--- src/rtl/ascon_perm_scheduler.sv ---
// ascon_perm_scheduler: round-robin arbiter and round sequencer for one shared ASCON datapath.
// Optional feature macro: ASCON_PERM_ERR_EN (illegal round counts answered with rsp_err). Rev 1.0
`default_nettype none

module ascon_perm_scheduler #(
  parameter int STATE_W    = 320,
  parameter int MAX_ROUNDS = 12
) (
  input  logic                 clk,
  input  logic                 rst,
  input  logic [1:0]           req_valid,
  output logic [1:0]           req_ready,
  input  logic [7:0]           req_rounds,
  input  logic [2*STATE_W-1:0] req_state,
  output logic                 rsp_valid,
  input  logic                 rsp_ready,
  output logic                 rsp_id,
  output logic [STATE_W-1:0]   rsp_state,
  output logic                 rsp_err,
  output logic                 dp_load,
  output logic                 dp_en,
  output logic [7:0]           dp_rcon,
  output logic [STATE_W-1:0]   dp_din,
  input  logic [STATE_W-1:0]   dp_state
);

  localparam logic [3:0] MAX_R = 4'(MAX_ROUNDS);

  typedef enum logic [1:0] {
    IDLE = 2'd0,
    RUN  = 2'd1,
    DONE = 2'd2
  } state_t;

  state_t             state, state_nxt;
  logic               prio;
  logic               id;
  logic [3:0]         rounds;
  logic [3:0]         rnd;
  logic               win;
  logic [3:0]         win_rounds;
  logic [3:0]         eff_rounds;
  logic               win_legal;
  logic               win_bad;
  logic               accept;
  logic [STATE_W-1:0] win_state;
`ifdef ASCON_PERM_ERR_EN
  logic               err;
  logic [STATE_W-1:0] lat_state;
`endif

  function automatic logic [7:0] rcon_of(input logic [3:0] k);
    return {4'hF - k, k};
  endfunction

  // When both request, the one not served last wins.
  always_comb begin
    if (req_valid == 2'b11) win = prio;
    else                    win = req_valid[1];
  end

  assign win_rounds = win ? req_rounds[7:4] : req_rounds[3:0];
  assign win_state  = win ? req_state[2*STATE_W-1:STATE_W] : req_state[STATE_W-1:0];
  assign win_legal  = (win_rounds != 4'd0) && (win_rounds <= MAX_R);
  assign eff_rounds = win_legal ? win_rounds : MAX_R;
  assign accept     = (state == IDLE) && (req_valid != 2'b00);
`ifdef ASCON_PERM_ERR_EN
  assign win_bad    = !win_legal;
`else
  assign win_bad    = 1'b0;
`endif

  always_ff @(posedge clk or posedge rst) begin
    if (rst) state <= IDLE;
    else     state <= state_nxt;
  end

  always_comb begin
    state_nxt = state;
    req_ready = 2'b00;
    rsp_valid = 1'b0;
    rsp_id    = 1'b0;
    rsp_state = '0;
    rsp_err   = 1'b0;
    dp_load   = 1'b0;
    dp_en     = 1'b0;
    dp_rcon   = 8'h00;
    dp_din    = '0;
    case (state)
      IDLE: begin
        if (accept) begin
          req_ready = win ? 2'b10 : 2'b01;
          if (win_bad) begin
            state_nxt = DONE;
          end else begin
            dp_load   = 1'b1;
            dp_en     = 1'b1;
            dp_din    = win_state;
            dp_rcon   = rcon_of(MAX_R - eff_rounds);
            state_nxt = (eff_rounds == 4'd1) ? DONE : RUN;
          end
        end
      end
      RUN: begin
        dp_en   = 1'b1;
        dp_rcon = rcon_of(MAX_R - rounds + rnd);
        if (rnd == rounds - 4'd1) state_nxt = DONE;
      end
      DONE: begin
        rsp_valid = 1'b1;
        rsp_id    = id;
`ifdef ASCON_PERM_ERR_EN
        rsp_err   = err;
        rsp_state = err ? lat_state : dp_state;
`else
        rsp_state = dp_state;
`endif
        if (rsp_ready) state_nxt = IDLE;
      end
      default: state_nxt = IDLE;
    endcase
  end

  always_ff @(posedge clk or posedge rst) begin
    if (rst) begin
      prio      <= 1'b0;
      id        <= 1'b0;
      rounds    <= 4'd0;
      rnd       <= 4'd0;
`ifdef ASCON_PERM_ERR_EN
      err       <= 1'b0;
      lat_state <= '0;
`endif
    end else begin
      if (accept) begin
        id        <= win;
        rounds    <= eff_rounds;
        rnd       <= 4'd1;
`ifdef ASCON_PERM_ERR_EN
        err       <= win_bad;
        lat_state <= win_state;
`endif
      end else if (state == RUN) begin
        rnd <= rnd + 4'd1;
      end
      if (state == DONE && rsp_ready) prio <= ~id;
    end
  end

endmodule

`default_nettype wire
--- config.mk ---
export PLATFORM = sky130hd
export DESIGN_NAME = ascon_perm_scheduler
export DESIGN_NICKNAME = d
export VERILOG_FILES = /design/src/rtl/ascon_perm_scheduler.sv
export SDC_FILE = /design/constraint.sdc
export NUM_CORES = 1
export LEC_CHECK = 0
export CAP_MARGIN = 20
export CORE_AREA = 10 10 625 627
export DETAILED_ROUTE_END_ITERATION = 10
export DIE_AREA = 0 0 635 637
export PLACE_DENSITY = 0.3
export SLEW_MARGIN = 20
export SYNTH_ARGS = -nofsm -noshare
export SYNTH_HDL_FRONTEND = slang
export SYNTH_SLANG_ARGS = --single-unit
--- constraint.sdc ---
create_clock -name clk -period 2.5 [get_ports clk]
set_input_delay 0.5 -clock clk [delete_from_list [all_inputs] [get_ports clk]]
set_output_delay 0.5 -clock clk [all_outputs]
set_load 0.01 [all_outputs]
; After elaboration in Yosys (flattened, before gate mapping)
; Index checks and enable logic that the tools add are counted.
; W data, S select, Z words.
[word_totals]
ff_bits = 12
inputBits = 973
out_inout_bits = 655
word_cells = 54
[op_classes]
addsub = 7
n_lt_le_gt_ge = 1
eq_ne = 8
mux = 24
n_bitwise = 1
n_reduce_logical = 8
[op_table]
columns = cell, n
row1 = $mux W320, 4
row2 = $mux W4, 4
row3 = $pmux W8 S2, 1
row4 = $sub A4 B4 Y4 const A, 4
row5 = $mux W2, 7
row6 = $mux W8, 1
row7 = $ne A2 B2 Y1 const B, 3
row8 = $pmux W2 S3, 1
row9 = $mux W1, 5
row10 = $add A4 B1 Y4 const B, 1
row11 = $add A4 B4 Y4, 1
row12 = $eq A2 B2 Y1 const B, 2
row13 = $eq A4 B1 Y1 const B, 1
row14 = $eq A4 B4 Y1, 1
row15 = $le A4 B4 Y1 const B, 1
row16 = $reduce_bool A2 Y1, 2
row17 = $reduce_bool A4 Y1, 1
row18 = $sub A4 B1 Y4 const B, 1
row19 = $logic_and A1 B1 Y1, 3
row20 = $reduce_and A3 Y1, 1
row21 = $eq A2 B1 Y1 const B, 1
row22 = $logic_not A2 Y1, 1
row23 = $pmux W1 S2, 1
row24 = $not A1 Y1, 1

; Logic depth before layout (Yosys ltp)
; Gate-level depths: netlist of the first run.
[logic_depth]
depth_word = 10
ltp_mapped = 9
ltp_nobuf = 9

; Least setup slack after synthesis of the first run
; Ideal clock, no wire load.
[synth_timing]
kind = input to output
startpoint = input port req_valid[0]
endpoint = output port dp_rcon[6]
arrival_time_ns = 1.861
required_time_ns = 2.000
slack_ns = 0.139
stages = 6
n_path_buf = 0
cell_sequence = nand2b_1 and4_1 a31oi_1 ha_1 or3_1 a32o_1
[synth_between]
elab_chain_cells = 10
elab_cells_between_ends = 13
[synth_rtl]
columns = element, line
row1 = start: declaration, 11  ; input logic [1:0] req_valid,
row2 = $eq A2 B2 Y1, 58  ; if (req_valid == 2'b11) win = prio;
row3 = $mux W1, 58
row4 = $mux W4, 62  ; assign win_rounds = win ? req_rounds[7:4] : req_rounds[3:0];
row5 = $le A4 B4 Y1 / $reduce_bool A4 Y1 (equally long branches), 64  ; assign win_legal = (win_rounds != 4'd0) && (win_rounds <= MAX_R);
row6 = $logic_and A1 B1 Y1, 64
row7 = $mux W4, 65  ; assign eff_rounds = win_legal ? win_rounds : MAX_R;
row8 = $sub A4 B4 Y4, 99  ; dp_rcon = rcon_of(MAX_R - eff_rounds);
row9 = $sub A4 B4 Y4, 53  ; return {4'hF - k, k};
row10 = $mux W8 (*), 91  ; if (accept) begin
row11 = $pmux W8 S2 (*), 89  ; case (state)
row12 = end: declaration, 22  ; output logic [7:0] dp_rcon,
; Every way passes the cells marked *; elsewhere a longest branch is shown, timed or not.

; Final worst setup path of the first run
[layout_timing]
startpoint = register state[0]
endpoint = output port dp_din[146]
[layout_between]
elab_chain_cells = 4
[layout_rtl]
columns = element, line
row1 = start: declaration, 35  ; state_t state, state_nxt;
row2 = start signal: assignment, 75  ; else state <= state_nxt;
row3 = $logic_not A2 Y1 (*), "66, 89"
row4 = $logic_and A1 B1 Y1, 66  ; assign accept = (state == IDLE) && (req_valid != 2'b00);
row5 = $mux W320, 91
row6 = $mux W320 (*), 89
row7 = end: declaration, 23  ; output logic [STATE_W-1:0] dp_din,
; Marked as above.

==> metrics.cfg, run 1 <==
[logic_synthesis]
avgSynthCellArea_um2 = 7.28
syn_area_um2 = 6360
ys_seq_area_share_pct = 4.72
yosysWarnings = 0
synth-edff-count = 0
synth_flop_cell = dfrtp_1
synth.largest_area_cell = a22o_1
synth.top_cells.by_area = a22o_1 (45%), and2_1 (32%), dfrtp_1 (4.7%), buf_2 (4.1%), clkbuf_1 (2.8%)
async_flop_share_pct = 100
synth_top_area_share_pct = 44.6
synth_cells = 874
ys_ff_latch = 12
syn_nets = 1856
synth_cell_type_count = 41

[worst_hold_path]
hold_class = register to register

[drt]
finalWirelength_um = 381000
highest_layer = met5
via_per_inst = 2.40
drt_iter0_markers = 1094
dr.pass1.iters = 7
num_vias = 18650
wl_met3_um = 58600
wl_met2_um = 220000
drc = 0
wl_per_cell_um = 49.1
antenna_left = 0
wl_met1_um = 87200

[worst_setup_path]
cpMostUsedCell = buf_12
required_ns = 2.00
cp_slowest_cell = dfrtp_1
arrival_ns = 2.26
crit_path_end_kind = output port
ff2ff_setup_slack_ns = 0.20
critPathMaxStageDelay_ns = 0.37
cp_max_fo = 5
crit_chain = or2_4 > nor3_4 > buf_12 > buf_12 > buf_12 > buf_12 > buf_16 > buf_12 > a22o_4 > buf_12
start_kind = register
crit_type = register to output port

[finish]
fin_area_um2 = 37500
drive_gt1_share_pct = 40.2
fillers = 43700
synthToLayoutAreaGrowth_pct = 490
nets = 3655

[clock_tree]
root_buffer = clkbuf_16
cts.clk_slew.worst_paths_ns = 0.05
clk_latency_ns = 0.24
clkSinkCount = 12
holdBufCountCts = 0
cts_buffers = 3
htreeDepth = 1
cts_buffer_depth = 2
cts_tree = done

[power_and_ir_drop]
total_power_mw = 17.7
leakagePower_nw = 15.3
peakVddDrop_uv = 369
power.density_nw_per_um2 = 472

[global_routing]
grt_pass1_wl_um = 415000
grt_max_degree = 45
grt_usage_pct = 17.6
antenna_found_initial = 551
overflow = 0
grt_pass1_vias = 16971

[placed_design]
routabilityCongestion = 0.988
place_ws_ns = -1.38
place_area_um2 = 32800
placement.io_buffers = 1626
dpl.hpwl_um = 358000

[floorplanning]
fp.dieW_um = 635
die_height_um = 637
core_area_um2 = 378000
num_rows = 226
dieArea_um2 = 404000
io_pins = 1628
start_util_pct = 1.68

[status]
status = finished with violations
violations = setup timing

[timing]
setup_viol = 445
period_needed_ns = 2.76
fin_ws_ns = -0.262
worst_pin_slew_ns = 0.564
hold_viol = 0
maxSlewViolCount = 0
max_freq_ghz = 0.362
grt_setup_unrepaired = true
finalCritPeriodShare_pct = 110
finClkSkew_ns = 0.00139
max-slew-margin-rel_pct = 62.4

[run]
maxCapViolCount = 0

[path summary, 6_finish.rpt]
path,from,endpoint,depth (start not counted)
worst max-delay path,state[0]$_DFFE_PP0P_,dp_din[146],10
worst min-delay path,id$_DFFE_PP0P_,prio$_DFFE_PP0P_,1
worst max register to register,prio$_DFFE_PP0P_,state[0]$_DFFE_PP0P_,9
worst min register to register,id$_DFFE_PP0P_,prio$_DFFE_PP0P_,1
max in group asynchronous,rst,state[1]$_DFFE_PP0P_,2
min in group asynchronous,rst,rounds[0]$_DFFE_PP0P_,2
[layer usage]
| metal | GRT usage, % | vias up |
|---|---|---|
| li1 | - | 6979 |
| met1 | 11.5 | 8289 |
| met2 | 37.2 | 1915 |
| met3 | 13.2 | 1127 |
| met4 | 3.19 | 340 |
| met5 | 0 | - |
[synth_stat cells (3+ instances only)]
library cell,count
nand3_1,5
ha_1,8
buf_2,52
o22ai_1,3
clkbuf_1,47
buf_4,11
o21ai_0,7
dfrtp_1,12
nor2b_1,4
nor3_1,9
xnor2_1,7
inv_1,10
a22o_1,324
a31oi_1,3
nand2_1,13
nor2_1,7
and2_1,321
[power by group]
part | internal [mW] | switching (mW) | total (mW)
Sequential | 0.285 | 0.0623 | 0.348
Clock | 0.243 | 0.0940 | 0.337
Combinational | 9.20 | 7.84 | 17.0
Total | 9.72 | 7.99 | 17.7
[metrics by stage]
step	hold WS, ns	instances	utilization (%)	TNS [ns]
floorplan	0.365	874	-	0
global placement	0.488	7526	8.69	-374.34
detailed placement	0.498	7526	8.69	-373.99
CTS	0.505	7596	9.13	-74.06
global route	0.534	7727	9.91	-85.15
finish	0.496	7759	9.93	-49.26
[timing repair]
item / 4_1_cts / 5_1_grt
gates resized for setup: 843 / 487
endpoints found under the hold margin: 0 / 0
setup endpoints to repair: 461 / 496
setup buffers: 46 / 68
pin swaps: 70 / 95
cloned: 21 / 38
[area by class of cell]
type | instances | area (um2) | share of cell area, %
flip-flops and latches | 12 | 300 | 0.800
diodes | 71 | 178 | 0.473
multi-input cells | 740 | 6900 | 18.4
clock buffers | 4 | 88.8 | 0.237
repair buffers | 1905 | 23700 | 63.3
well taps | 5016 | 6280 | 16.7
inverters | 11 | 43.8 | 0.117
[critical path, delay by kind of cell, from the launching register on]
kind / cells / cell delay [ns]
AO/OA/AOI/OAI: 1 / 0.16
buffers and inverters: 7 / 0.91
flip-flops: 1 / 0.37
AND/OR/NAND/NOR: 2 / 0.52
[registers in the layout, indices dropped and copies added (netlist names)]
signal and count:
rnd 4, prio 1, state 2, id 1, rounds 4
[cell usage in the layout (no fill, tap or decap), types with 3 or more instances in the layout]
master	n
a22o_1	210
a22o_4	114
and2_1	214
and2_4	107
buf_12	395
buf_16	29
buf_2	74
buf_4	130
buf_6	143
buf_8	19
clkbuf_16	31
clkdlybuf4s15_2	5
clkdlybuf4s50_1	980
dfrtp_1	12
diode_2	71
dlygate4sd2_1	9
dlymetal6s2s_1	92
ha_1	5
ha_4	3
inv_1	6
inv_2	4
nand2_1	10
nand2_2	3
nand3_1	4
nor2_1	7
nor3_1	9
o21ai_0	7
xnor2_1	5
[kinds of logic after synthesis]
group	after synthesis	synth area share, %
compound gates	349	47.3
other cells	1	0.0589
fa+ha+maj	9	1.89
mux	1	0.157
buf+inv	122	8.89
xor+xnor	7	0.963
simple gates	373	36.0
flops	12	4.72
Note: power is estimated with default switching activity, not from simulation.
==> run 2: changes to the inputs <==
--- a/config.mk
+++ b/config.mk
@@ -6,9 +6,10 @@
 export NUM_CORES = 1
 export LEC_CHECK = 0
 export CAP_MARGIN = 20
-export CORE_AREA = 10 10 625 627
+export CORE_AREA = 2 2 635 637
+export CTS_BUF_LIST = sky130_fd_sc_hd__clkbuf_8
 export DETAILED_ROUTE_END_ITERATION = 10
-export DIE_AREA = 0 0 635 637
+export DIE_AREA = 0 0 637 639
 export PLACE_DENSITY = 0.3
 export SLEW_MARGIN = 20
 export SYNTH_ARGS = -nofsm -noshare
==> run 2 against run 1 <==
Net effect: the flow still finishes with violations (setup timing); clock skew rose by 0.011 ns; worst hold slack better by 0.014 ns; critical endpoint is now dp_din[7]; largest power group unchanged; critical path depth rose by 4; register-to-register slack worse by 0.16 ns; highest routed layer unchanged; sequential power barely moved; routed wire length fell by 0.85%; critical path type is now input pin to output port; design area up 2.3%.
==> metrics.cfg, run 2 (same netlist as run 1, synthesis figures left out) <==
[global_routing]
antenna_found_initial = 452  ; was 551
grt_max_degree = 40  ; was 45
grt_pass1_wl_um = 412000  ; was 415,000 um
grt_pass1_vias = 17639  ; was 16,971
grt_usage_pct = 17.5  ; was 17.6%
overflow = 0  ; unchanged

[timing]
grt_setup_unrepaired = true  ; unchanged
finalSetupTns_ns = -143.09  ; was -49.26 ns
maxSlewViolCount = 0  ; unchanged
setup_viol = 642  ; was 445
finalCritPeriodShare_pct = 118  ; was 110%
max_freq_ghz = 0.340  ; was 0.362 GHz
finClkSkew_ns = 0.0125  ; was 0.00139 ns
period_needed_ns = 2.94  ; was 2.76 ns
holdWs_ns = 0.510  ; was 0.496 ns
max-slew-margin-rel_pct = 56.1  ; was 62.4%
fin_ws_ns = -0.443  ; was -0.262 ns
worst_pin_slew_ns = 0.656  ; was 0.564 ns
hold_viol = 0  ; unchanged

[status]
status = finished with violations  ; unchanged
violations = setup timing  ; unchanged

[power_and_ir_drop]
power.density_nw_per_um2 = 499  ; was 472 nW/um2
p_sw_mw = 8.96  ; was 7.99 mW
internal-power_mw = 10.2  ; was 9.72 mW
share_comb_of_total_power_pct = 96.9  ; was 96.1%
leakagePower_nw = 15.3  ; about the same
power.share.sequential_pct = 1.8  ; was 2.0%
switching_share_pct = 46.7  ; was 45.1%
peakVddDrop_uv = 162  ; was 369 uV
p_clk_share_pct = 1.3  ; was 1.9%
total_power_mw = 19.2  ; was 17.7 mW

[finish]
fin_area_um2 = 38400  ; was 37,500 um2
fin_util_pct = 9.58  ; was 9.93%
nets = 3754  ; was 3,655
synthToLayoutAreaGrowth_pct = 503  ; was 490%
final_cell_mix = clkdlybuf4s50_1 (965), buf_12 (407), and2_1 (267), a22o_1 (208), buf_4 (183)  ; was clkdlybuf4s50_1 (980), buf_12 (395), and2_1 (214), a22o_1 (210), buf_6 (143)
largestRegisters = rnd x4, rounds x4, state x2  ; unchanged
layout_commonest_cell = clkdlybuf4s50_1  ; unchanged
drive_gt1_share_pct = 42.8  ; was 40.2%
final_cells = 8107  ; was 7,759

[worst_setup_path]
arrival_ns = 2.44  ; was 2.26 ns
endpoint = dp_din[7]  ; was dp_din[146]
ff2ff_setup_slack_ns = 0.04  ; was 0.20 ns
r2r_start = prio$_DFFE_PP0P_  ; unchanged
cp_max_fo = 6  ; was 5
crit_type = input pin to output port  ; was register to output port
start_kind = input pin  ; was register
required_ns = 2.00  ; about the same
timing.rr.end = state[0]$_DFFE_PP0P_  ; unchanged
crit_path_end_kind = output port  ; unchanged
ff2ff_path_depth = 9  ; unchanged
crit_path_start = req_valid[0]  ; was state[0]$_DFFE_PP0P_

[floorplanning]
die_height_um = 639  ; was 637 um
fp.dieW_um = 637  ; was 635 um
start_util_pct = 1.59  ; was 1.68%
dieArea_um2 = 407000  ; was 404,000 um2
core_area_um2 = 401000  ; was 378,000 um2
io_pins = 1628  ; unchanged
num_rows = 233  ; was 226

[drt]
num_vias = 18495  ; was 18,650
drt_iter0_markers = 1109  ; was 1,094
finalWirelength_um = 377000  ; was 381,000 um
antenna_left = 0  ; unchanged
wl_per_cell_um = 46.5  ; was 49.1 um
via_per_inst = 2.28  ; was 2.40
drc = 0  ; unchanged
dr.pass1.iters = 5  ; was 7

[worst_hold_path]
hold_class = register to register  ; unchanged
holdPathStages = 1  ; unchanged

[placed_design]
place_area_um2 = 33800  ; was 32,800 um2
dp_cells = 7838  ; was 7,526
place_ws_ns = -1.61  ; was -1.38 ns
placement.io_buffers = 1626  ; unchanged
dpl.hpwl_um = 348000  ; was 358,000 um
routabilityCongestion = 0.950  ; was 0.988

[clock_tree]
cts.clk_slew.worst_paths_ns = 0.06  ; was 0.05 ns
root_buffer = clkbuf_8  ; was clkbuf_16
cts_buffers = 3  ; unchanged
cts_tree = done  ; unchanged
cts_buffer_depth = 2  ; unchanged
holdBufCountCts = 0  ; unchanged
clkSinkCount = 12  ; unchanged
htreeDepth = 1  ; unchanged
clk_latency_ns = 0.27  ; was 0.24 ns

[run]
maxCapViolCount = 0  ; unchanged

==> run 2: repair_timing <==
action	4_1_cts	5_1_grt
setup buffers	110	90
hold endpoints to repair	0	0
pin swaps	94	146
endpoints found under the setup margin	575	629
gates resized for setup	880	591
gates cloned	43	36
==> run 2: critical path: stages <==
cell and delay [ns]:
buf_12 0.12, buf_6 0.12, buf_6 0.11, nor2_4 0.10, buf_6 0.10, a211oi_4 0.04
buf_12 0.15, buf_12 0.16, buf_6 0.11, buf_8 0.13, buf_16 0.15, buf_4 0.14
a22o_4 0.27, buf_12 0.15
==> run 2: power groups by stage <==
stage | combinational (mW) | sequential, mW | clock, mW
CTS | 17.8 | 0.345 | 0.255
global placement | 15.6 | 0.347 | 0
floorplan | 3.82 | 0.354 | 0
finish | 18.6 | 0.351 | 0.245
global route | 19.4 | 0.363 | 0.261
detailed placement | 15.5 | 0.346 | 0
==> run 2: final cells by class <==
type | instances | area [um2]
multi-input cells | 740 | 6810
diodes | 49 | 123
inverters | 11 | 43.8
repair buffers | 2004 | 24500
clock buffers | 4 | 55.1
well taps | 5287 | 6620
flip-flops and latches | 12 | 302
fillers | 46189 | 362000
==> run 2: worst min path at each step <==
stage | to | slack, ns | start
6_report | prio$_DFFE_PP0P_ | 0.51 | id$_DFFE_PP0P_
5_1_grt | prio$_DFFE_PP0P_ | 0.55 | id$_DFFE_PP0P_
4_1_cts | prio$_DFFE_PP0P_ | 0.51 | id$_DFFE_PP0P_
3_5_place_dp | prio$_DFFE_PP0P_ | 0.49 | id$_DFFE_PP0P_
3_3_place_gp | prio$_DFFE_PP0P_ | 0.49 | id$_DFFE_PP0P_
2_1_floorplan | id$_DFFE_PP0P_ | 0.36 | rst
==> run 2: metal layers <==
layer / vias up / part of all wire [%] / GRT usage (%)
met3: 871 / 11 / 8.49
met1: 8554 / 27 / 13.9
li1: 7142 / - / -
met2: 1708 / 58 / 36.8
met4: 220 / 3.9 / 4.39
met5: - / 0.38 / 0
